$ cat src/rtl/UART_pkg.sv
// UART_pkg: shared byte type and arbiter state encoding
package UART_pkg;
  typedef logic [7:0] uart_data_t;
  typedef enum logic [1:0] {ST_IDLE, ST_SEND, ST_WAIT_LOW, ST_WAIT_HIGH} uart_arb_state_e;
endpackage

$ cat src/rtl/uart_tx_arbiter_if.sv
// uart_tx_arbiter_if: requester-side and UART-side signals of the arbiter
interface uart_tx_arbiter_if
  import UART_pkg::*;
#(
  parameter int NUM_REQ = 4,
  parameter int IDW = $clog2(NUM_REQ)
) ();
  logic [NUM_REQ-1:0] req_valid;
  uart_data_t [NUM_REQ-1:0] req_data;
  logic [NUM_REQ-1:0] req_last;
  logic [NUM_REQ-1:0] req_ready;
  uart_data_t tx_data;
  logic send;
  logic tx_data_ready;
  logic [IDW-1:0] grant_id;
  logic locked;
  logic busy;
  modport slave (
    input req_valid, req_data, req_last, tx_data_ready,
    output req_ready, tx_data, send, grant_id, locked, busy
  );
  modport master (
    output req_valid, req_data, req_last, tx_data_ready,
    input req_ready, tx_data, send, grant_id, locked, busy
  );
endinterface

$ cat src/rtl/uart_rr_pick.sv
// uart_rr_pick: first valid index searching upward from a pointer, wrapping
module uart_rr_pick #(
  parameter int NUM_REQ = 4,
  parameter int IDW = $clog2(NUM_REQ)
) (
  input  logic [NUM_REQ-1:0] i_valid,
  input  logic [IDW-1:0]     i_ptr,
  output logic [IDW-1:0]     o_win,
  output logic               o_any
);
  logic [IDW-1:0] w_idx;
  // scan from farthest to nearest so the nearest valid index is written last
  always_comb begin
    o_win = '0;
    w_idx = '0;
    o_any = |i_valid;
    for (int k = NUM_REQ - 1; k >= 0; k--) begin
      w_idx = IDW'((int'(i_ptr) + k) % NUM_REQ);
      if (i_valid[w_idx]) o_win = w_idx;
    end
  end
endmodule

$ cat src/rtl/uart_tx_arbiter.sv
// uart_tx_arbiter: round-robin sharing of one UART transmitter with message locking
module uart_tx_arbiter
  import UART_pkg::*;
#(
  parameter int NUM_REQ = 4,
  parameter int IDW = $clog2(NUM_REQ)
) (
  input logic clk,
  input logic rst_n,
  uart_tx_arbiter_if.slave bus
);
  uart_arb_state_e r_state;
  logic r_send, r_busy, r_locked, r_last;
  uart_data_t r_data;
  logic [IDW-1:0] r_grant, r_ptr, w_win, w_next_ptr;
  logic [NUM_REQ-1:0] w_elig;
  logic w_any, w_take, w_xfer;

  assign w_elig = r_locked ? (bus.req_valid & (NUM_REQ'(1) << r_grant)) : bus.req_valid;

  uart_rr_pick #(.NUM_REQ(NUM_REQ), .IDW(IDW)) u_pick (
    .i_valid(w_elig),
    .i_ptr(r_ptr),
    .o_win(w_win),
    .o_any(w_any)
  );

  assign w_take = (r_state == ST_IDLE) && bus.tx_data_ready && w_any;
  assign w_xfer = (r_state == ST_SEND) && bus.tx_data_ready;
  assign w_next_ptr = (r_grant == IDW'(NUM_REQ - 1)) ? '0 : r_grant + IDW'(1);

  assign bus.req_ready = w_take ? (NUM_REQ'(1) << w_win) : '0;
  assign bus.tx_data = r_data;
  assign bus.send = r_send;
  assign bus.grant_id = r_grant;
  assign bus.locked = r_locked;
  assign bus.busy = r_busy;

  // grant/send/wait-for-frame sequencer; outputs registered alongside the state
  always_ff @(posedge clk or negedge rst_n) begin
    if (!rst_n) begin
      r_state  <= ST_IDLE;
      r_send   <= 1'b0;
      r_busy   <= 1'b0;
      r_locked <= 1'b0;
      r_last   <= 1'b0;
      r_data   <= '0;
      r_grant  <= '0;
      r_ptr    <= '0;
    end else begin
      case (r_state)
        ST_IDLE: if (w_take) begin
          r_state <= ST_SEND;
          r_send  <= 1'b1;
          r_busy  <= 1'b1;
          r_data  <= bus.req_data[w_win];
          r_last  <= bus.req_last[w_win];
          r_grant <= w_win;
        end
        ST_SEND: if (w_xfer) begin
          r_state  <= ST_WAIT_LOW;
          r_send   <= 1'b0;
          r_locked <= ~r_last;
          if (r_last) r_ptr <= w_next_ptr;
        end
        ST_WAIT_LOW: if (!bus.tx_data_ready) r_state <= ST_WAIT_HIGH;
        ST_WAIT_HIGH: if (bus.tx_data_ready) begin
          r_state <= ST_IDLE;
          r_busy  <= 1'b0;
        end
        default: r_state <= ST_IDLE;
      endcase
    end
  end
endmodule

$ cat src/flat_wrapper.sv
// flat-port wrapper written by rule: the top's interface ports become plain ports
module uart_tx_arbiter_flat import UART_pkg::*;
#(
  parameter int NUM_REQ = 4,
  parameter int IDW = $clog2(NUM_REQ)
)
  (clk, rst_n, bus_req_valid, bus_req_data, bus_req_last, bus_tx_data_ready, bus_req_ready, bus_tx_data, bus_send, bus_grant_id, bus_locked, bus_busy);
  uart_tx_arbiter_if #(.NUM_REQ(NUM_REQ), .IDW(IDW)) bus_i ();
  input logic clk;
  input logic rst_n;
  input wire logic [$bits(bus_i.req_valid)-1:0] bus_req_valid;
  input wire logic [$bits(bus_i.req_data)-1:0] bus_req_data;
  input wire logic [$bits(bus_i.req_last)-1:0] bus_req_last;
  input wire logic [$bits(bus_i.tx_data_ready)-1:0] bus_tx_data_ready;
  output wire logic [$bits(bus_i.req_ready)-1:0] bus_req_ready;
  output wire logic [$bits(bus_i.tx_data)-1:0] bus_tx_data;
  output wire logic [$bits(bus_i.send)-1:0] bus_send;
  output wire logic [$bits(bus_i.grant_id)-1:0] bus_grant_id;
  output wire logic [$bits(bus_i.locked)-1:0] bus_locked;
  output wire logic [$bits(bus_i.busy)-1:0] bus_busy;
  assign bus_i.req_valid = bus_req_valid;
  assign bus_i.req_data = bus_req_data;
  assign bus_i.req_last = bus_req_last;
  assign bus_i.tx_data_ready = bus_tx_data_ready;
  assign bus_req_ready = bus_i.req_ready;
  assign bus_tx_data = bus_i.tx_data;
  assign bus_send = bus_i.send;
  assign bus_grant_id = bus_i.grant_id;
  assign bus_locked = bus_i.locked;
  assign bus_busy = bus_i.busy;
  uart_tx_arbiter #(.NUM_REQ(NUM_REQ), .IDW(IDW)) u_core (.clk(clk), .rst_n(rst_n), .bus(bus_i));
endmodule
$ cat config.mk
export PLATFORM = sky130hd
export DESIGN_NAME = uart_tx_arbiter_flat
export DESIGN_NICKNAME = d
export VERILOG_FILES = /design/src/rtl/UART_pkg.sv /design/src/rtl/uart_tx_arbiter_if.sv /design/src/rtl/uart_rr_pick.sv /design/src/rtl/uart_tx_arbiter.sv /design/src/flat_wrapper.sv
export SDC_FILE = /design/constraint.sdc
export NUM_CORES = 1
export LEC_CHECK = 0
export CORE_ASPECT_RATIO = 1.4
export CORE_MARGIN = 2
export CORE_UTILIZATION = 37
export CTS_CLUSTER_DIAMETER = 80
export DETAILED_ROUTE_END_ITERATION = 10
export GPL_TIMING_DRIVEN = 0
export PLACE_DENSITY = 0.77
export SETUP_SLACK_MARGIN = 0.15
export SLEW_MARGIN = 20
export SYNTH_ARGS = -nofsm -noshare
export SYNTH_HDL_FRONTEND = slang
export SYNTH_HIERARCHICAL = 1
export SYNTH_SLANG_ARGS = --single-unit
export TNS_END_PERCENT = 5
$ cat constraint.sdc
create_clock -name clk -period 2.4 [get_ports clk]
set_clock_uncertainty 0.15 [all_clocks]
set_input_delay 0.48 -clock clk [delete_from_list [all_inputs] [get_ports clk]]
set_output_delay 0.48 -clock clk [all_outputs]
set_load 0.01 [all_outputs]
==> results of run 1 <==
## cell families (layout without fill, tap and decap cells)
group / Yosys count / in the layout
simple gates: 37 / 37
compound gates: 29 / 29
fa+ha+maj: 9 / 9
flops: 18 / 18
buf+inv: 14 / 90
mux: 21 / 21
## power groups by stage
| stage | registers (µW) | logic, µW | clock network [µW] |
|---|---|---|---|
| final | 574 | 1510 | 245 |
| after floorplan | 593 | 751 | 0 |
| after global placement | 555 | 1200 | 0 |
| after detailed placement | 563 | 1230 | 0 |
| after global routing | 596 | 1630 | 274 |
| after CTS | 572 | 1440 | 252 |
## state kept, by name, indices dropped and copies added, names as in the netlist
signal,count
u_core/bus.tx_data,8
u_core/bus.grant_id,2
u_core/r_ptr,2
u_core/r_state,2
u_core/bus.busy,1
u_core/bus.locked,1
u_core/bus.send,1
u_core/r_last,1
## placed cells by master, fill, tap and decap left out, types with 3 or more instances in the layout
| master | synthesis | layout |
|---|---|---|
| clkdlybuf4s50_1 | 0 | 54 |
| buf_4 | 1 | 16 |
| nand2b_1 | 5 | 3 |
| o21a_1 | 4 | 4 |
| ha_1 | 9 | 6 |
| mux2i_2 | 0 | 5 |
| nand2_1 | 17 | 15 |
| mux2i_1 | 19 | 14 |
| clkbuf_8 | 0 | 4 |
| nor2_1 | 8 | 4 |
| dfrtp_1 | 18 | 16 |
| inv_1 | 7 | 5 |
| buf_6 | 1 | 6 |
| o21ai_0 | 4 | 4 |
| o221ai_1 | 9 | 9 |
## final timing paths
path                       cells past startpoint                      to  slack, ns                    from
setup / recovery                               9        bus_req_ready[3]      -0.23  u_core/bus.grant_id[0]
hold / removal                                 2           u_core/r_last       0.35           u_core/r_last
setup reg to reg                              11   u_core/bus.tx_data[7]       0.11  u_core/bus.grant_id[1]
hold reg to reg                                2           u_core/r_last       0.35           u_core/r_last
max in group asynchronous                      1  u_core/bus.grant_id[0]       0.98                   rst_n
min in group asynchronous                      1   u_core/bus.tx_data[5]       0.56                   rst_n
## cell type report
cell class / instances / share of cell area, %
Buffer: 7 / 4.080
Multi-Input combinational cell: 96 / 37.70
Timing Repair Buffer: 72 / 31.44
Sequential cell: 18 / 20.80
Tap cell: 39 / 2.241
Inverter: 7 / 1.207
Clock buffer: 4 / 2.529
## critical path: cells and delay by family, from the launching register on
| family | cells | cell delay, ns |
|---|---|---|
| buffers and inverters | 3 | 0.39 |
| AO/OA/AOI/OAI | 2 | 0.37 |
| flip-flops | 1 | 0.46 |
| AND/OR/NAND/NOR | 3 | 0.35 |
| adder cells (fa/ha/maj) | 1 | 0.18 |
## per-layer routing
layer  part of all wire (%)  routed length, µm  vias up  GRT usage [%]
met1                     38               1289      555          21.64
li1                       -                  -      613              -
met2                     49               1668       77          32.64
met3                     12                403        8          6.762
met4                    2.2                 74        0          9.402
met5                      0                  0        -              0
## per-stage QoR
step	hold WS (ns)	TNS, ns	util, %	total power [µW]
after floorplan	0.03441	0	-	1344
after global placement	0.3224	-3.801	60.99	1751
after detailed placement	0.3295	-4.315	60.99	1796
after CTS	0.3509	-1.096	67.78	2268
after global routing	0.3806	-1.243	69.05	2499
final	0.3499	-0.8687	69.05	2327
## what timing repair did
item | CTS | global route
buffers inserted | 12 | 2
setup endpoints to repair | 13 | 16
pin swaps | 13 | 12
resized for setup | 37 | 7
==> impl_results.md, run 1 <==
- Ys Warns: 6
- Cell Area, Synth: 1244 µm²
- Max stage delay on crit path: 0.46 ns
- Final RePlAce weighted congestion: 0.7672
- Clk buf depth: 2
- Compound-cell area share of the yosys netlist: 18.21%
- GRT Total Usage: 19.52%
- First-pass GRT wire length: 5637 µm
- Port bufs: 58
- Antenna Nets Post-Route: 0
- Crit path max fanout: 6
- Multiplexer share of the synthesized area: 17.10%
- Post-detailed-route DRC marker count: 0
- Main combinational cell family by area after synthesis: compound AO/OA/AOI/OAI gates
- Netlist cell types: 31
- Post-synth EDFFs: 0
- Root Driver: clkbuf_8
- Die area: 3848 µm²
- Power share of the clock group: 10.6%
- RSZ-0062 raised after global routing: yes
- I/O pin count: 60
- Die Y: 72.60 µm
- Drt first-iter violations: 17
- Crit path launch type: register
- Synth Area in Adders: 9.054%
- FMAX: 380.3 MHz
- Slowest-stage cell, CP: dfrtp_2
- Endpoints failing hold: 0
- Crit path DAT: 2.00 ns
- Most numerous cell in the Yosys netlist: mux2i_1
- Max-slew violation count: 0
- CTS tree: done
- Total grt overflow: 0
- Post-synthesis simple-gate area fraction: 13.88%
- DP Area: 1923 µm²
- Ant. Diodes: 0
- Core Rows: 24
- Vias per cell: 5.156
- Share of layout cells above drive strength 1: 27.94%
- Placed Cells: 225
- Via count: 1253
- Number of synthesized register bits: 18
- Clk_lat worst skew: 0.25 ns
- Failing checks: negative setup slack
- Drt wl/cell: 14.14 µm
- Status: complete, but fails checks
- TritonRoute pass-1 iters: 4
- Critical path class: reg -> out
- CP Data Required Time: 1.77 ns
- Mean Syn Cell Area: 9.716 µm²
- MaxCap Viol Count: 0
- Max VDD drop: 0.0006184 V
- Crit path capture type: output pin
- Worst slew margin: 44.11%
- Post-synth top area cell: dfrtp_1
- Area fraction of the dominant cell type after synthesis: 36.22%
- Tightest Pin Transition: 0.8358 ns
- Post-route cell area: 2177 µm²
- Final non-filler cell total: 243
- Period minus WS final: 2.629 ns
- Hold_buf cts: 0
- Worst min path class: reg -> reg
- Final net count: 257
- Area Growth Syn to Fin: 75.05%
- Power share of the combinational group: 64.8%
- TritonCTS buffer count: 3
- Final Worst Setup Slack: -0.2292 ns
- Worst slack, placed: -0.8197 ns
- # clock sinks: 18
- Cells after synthesis: 128
- Final setup fails: 4
- Reg power frac: 24.7%
- Initial antenna violation count: 0
- Sequential cell area: 452.9 µm²
- Crit-path cells: ha_4 > o21a_1 > nand2b_4 > a211oi_2 > nor2_1 > buf_4 > buf_12 > and3_4 > buf_6
- Switching part of the total power: 38.12%
- Final worst-path cycle share: 109.5%
- H-tree depth: 1
- Multi-input gate area: 820.8 µm²
- P per Cell Area: 1069 nW/µm²
- Worst-path clk slew: 0.07 ns
- Core area: 3153 µm²
- Starting density of the core: 39.44%
- Routed wire length: 3436 µm
- Static Leak: 0.0009211 µW
- Internal: 1440 µW
- Synth top area cells: dfrtp_1 36%, mux2i_1 15%, ha_1 9.1%, o221ai_1 6.3%, nand2_1 5.1%
- Detailed Place HPWL: 2564 µm
- Top_reg_cell synth: dfrtp_1
- Commonest cells post-synth: 19 x mux2i_1, 18 x dfrtp_1, 17 x nand2_1, 9 x ha_1, 9 x o221ai_1
- Synthesized Nets: 180
- Die X: 53 µm
- Post-synthesis sequential area ratio: 36.22%
- Synth Area in XOR/XNOR: 0%
- Sw power: 887.0 µW
- Vias in the first global route: 1308
- # fillers: 251
- Pin count of the biggest net entering global routing: 19
- Async set-reset flop share out of synthesis: 100.0%
No activity file was read; power rests on OpenSTA's default activity.
==> inputs of run 2 (changes only) <==
- CORE_UTILIZATION: 37 -> 40
- PLACE_DENSITY: 0.77 -> 0.79
- clock period: 2.4 -> 2.62 ns (I/O delays scaled with it)
==> run 2 against run 1 <==
  * The run still ends with negative setup slack left
  * Routed wire length grew 12%
  * Register-to-register slack gained 0.11 ns
  * Critical path depth grew 1
  * Sequential cell count is the same
  * Sequential power shrank 7.0%
  * Clock-buffer cell count is the same
  * Critical endpoint unchanged
==> impl_results.md, run 2 (synthesis results as in run 1) <==
- TritonRoute pass-1 iters: 4 (unchanged)
- Area Growth Syn to Fin: 74.55%
- Period minus WS final: 2.800 ns
- Post-route cell area: 2171 µm² (-0.29%)
- Antenna Nets Post-Route: 0 (unchanged)
- Vias in the first global route: 1278 (-2.3%)
- Final worst-path cycle share: 106.9%
- Multi-input gate area: 835.8 µm² (+1.8%)
- Die X: 51.13 µm (-3.5%)
- RSZ-0062 raised after global routing: yes
- Vias per cell: 5.349 (+3.7%)
- Total grt overflow: 0 (unchanged)
- I/O pin count: 60 (unchanged)
- Max VDD drop: 0.0004869 V (-21%)
- Drt first-iter violations: 18 (+1)
- Crit path launch type: register
- Endpoints failing hold: 0 (unchanged)
- GRT Total Usage: 20.51% (+0.99 points)
- Max-slew violation count: 0 (unchanged)
- Share of layout cells above drive strength 1: 27.45% (-0.49 points)
- Final Worst Setup Slack: -0.1800 ns (+0.04920 ns)
- Crit path capture type: output pin
- Failing checks: negative setup slack
- Commonest non-fill, non-tap cell in the layout: clkdlybuf4s50_1
- Initial antenna violation count: 0 (unchanged)
- Post-detailed-route DRC marker count: 0 (unchanged)
- Routed wire length: 3844 µm (+12%)
- FMAX: 357.1 MHz
- Final setup fails: 4 (unchanged)
- P per Cell Area: 995.3 nW/µm² (-6.9%)
- H-tree depth: 1 (unchanged)
- Ant. Diodes: 0 (unchanged)
- Final net count: 257 (unchanged)
- Final RePlAce weighted congestion: 0.8331 (+8.6%)
- Die Y: 69.98 µm (-3.6%)
- # clock sinks: 18 (unchanged)
- CTS tree: done
- Core Rows: 23 (-4.2%)
- Clk buf depth: 2 (unchanged)
- Max reg flops: 8 (unchanged)
- Hold_buf cts: 0 (unchanged)
- MaxCap Viol Count: 0 (unchanged)
- Most frequent cells in the layout: 53 x clkdlybuf4s50_1, 19 x mux2i_1, 16 x buf_4, 16 x dfrtp_1, 14 x nand2_1
- Sequential cell area: 452.9 µm² (unchanged)
- Detailed Place HPWL: 2651 µm (+3.4%)
- Status: complete, but fails checks
- Pin count of the biggest net entering global routing: 19 (unchanged)
- # fillers: 199 (-21%)
- Crit path max fanout: 8 (+2)
- Overall Power: 2161 µW (-7.1%)
- CP Data Required Time: 1.95 ns (+0.18 ns)
- Worst-path clk slew: 0.07 ns (about the same)
- Die area: 3577 µm² (-7.0%)
- Drt wl/cell: 15.95 µm (+13%)
- First-pass GRT wire length: 5609 µm (-0.50%)
- Starting density of the core: 42.79% (+3.3 points)
- Root Driver: clkbuf_8
- Tightest Pin Transition: 0.8059 ns (-0.02989 ns)
- Critical path class: reg -> out
- Static Leak: 0.0009266 µW (+0.60%)
- Core area: 2907 µm² (-7.8%)
- TritonCTS buffer count: 3 (unchanged)
- Worst min path class: reg -> reg
- Clk_lat worst skew: 0.25 ns (about the same)
- Port bufs: 58 (unchanged)
- Via count: 1289 (+2.9%)
- Crit path DAT: 2.13 ns (+0.13 ns)
- Worst slew margin: 46.10% (+2.0 points)
- DP Area: 1876 µm² (-2.5%)
-- run 2: cell types whose count changed in the layout (fill, tap and decap cells not counted), sizes merged --
| cell | change |
|---|---|
| dlygate4sd2 | +1 |
| clkdlybuf4s50 | -1 |
-- run 2: per-layer routing --
layer,vias to the layer above,global-route usage [%],wire length [µm]
met5,-,0,0
met4,0,7.207,56
met3,6,4.701,299
met2,59,37.66,2101
met1,615,22.10,1386
li1,609,-,-
-- run 2: power breakdown --
part | switching (µW) | total (µW) | internal, µW
registers | 124 | 534 | 411
logic | 633 | 1400 | 768
clock network | 92.3 | 226 | 133
-- run 2: repair_timing --
| item | CTS | global route |
|---|---|---|
| endpoints found under the hold margin | 0 | 0 |
| setup buffers | 9 | 5 |
| resized for setup | 39 | 21 |
| pin swaps | 10 | 8 |
| setup endpoints to repair | 13 | 13 |
-- run 2: worst paths after layout --
kind | from | end | slack, ns | cells past startpoint
worst max-delay path | u_core/bus.grant_id[1] | bus_req_ready[3] | -0.18 | 10
worst min-delay path | u_core/bus.tx_data[5] | u_core/bus.tx_data[5] | 0.35 | 2
worst max register to register | u_core/bus.grant_id[1] | u_core/bus.tx_data[6] | 0.22 | 11
worst min register to register | u_core/bus.tx_data[5] | u_core/bus.tx_data[5] | 0.35 | 2
max in group asynchronous | rst_n | u_core/bus.grant_id[1] | 1.18 | 1
min in group asynchronous | rst_n | u_core/bus.locked | 0.59 | 1
-- run 2: final cells by class --
type,instances,area share [%]
buffer,7,3.862
timing repair buffer,72,30.89
sequential,18,20.86
tap,37,2.133
clock buffer,4,2.536
inverter,7,1.210
multi-input combinational,96,38.50
-- run 2: worst max-delay path, stage by stage, from the launching register on --
cell and delay [ns]:
dfrtp_2 0.43, inv_2 0.08, ha_4 0.16, o21a_4 0.24, nor3b_4 0.22, a211oi_2 0.05
nor2_1 0.15, buf_4 0.16, buf_8 0.12, and3_4 0.18, buf_6 0.10
-- run 2: through the flow --
| step | setup slack (ns) | setup TNS (ns) | hold WS, ns | instances | util (%) |
|---|---|---|---|---|---|
| after floorplan | 0.1656 | 0 | 0.07841 | 128 | - |
| after global routing | -0.2326 | -0.9046 | 0.3768 | 241 | 74.69 |
| after detailed placement | -0.7344 | -3.707 | 0.3260 | 223 | 64.53 |
| after global placement | -0.6775 | -2.801 | 0.3211 | 223 | 64.53 |
| final | -0.1800 | -0.5955 | 0.3452 | 241 | 74.69 |
| after CTS | -0.1392 | -0.4749 | 0.3482 | 236 | 70.21 |
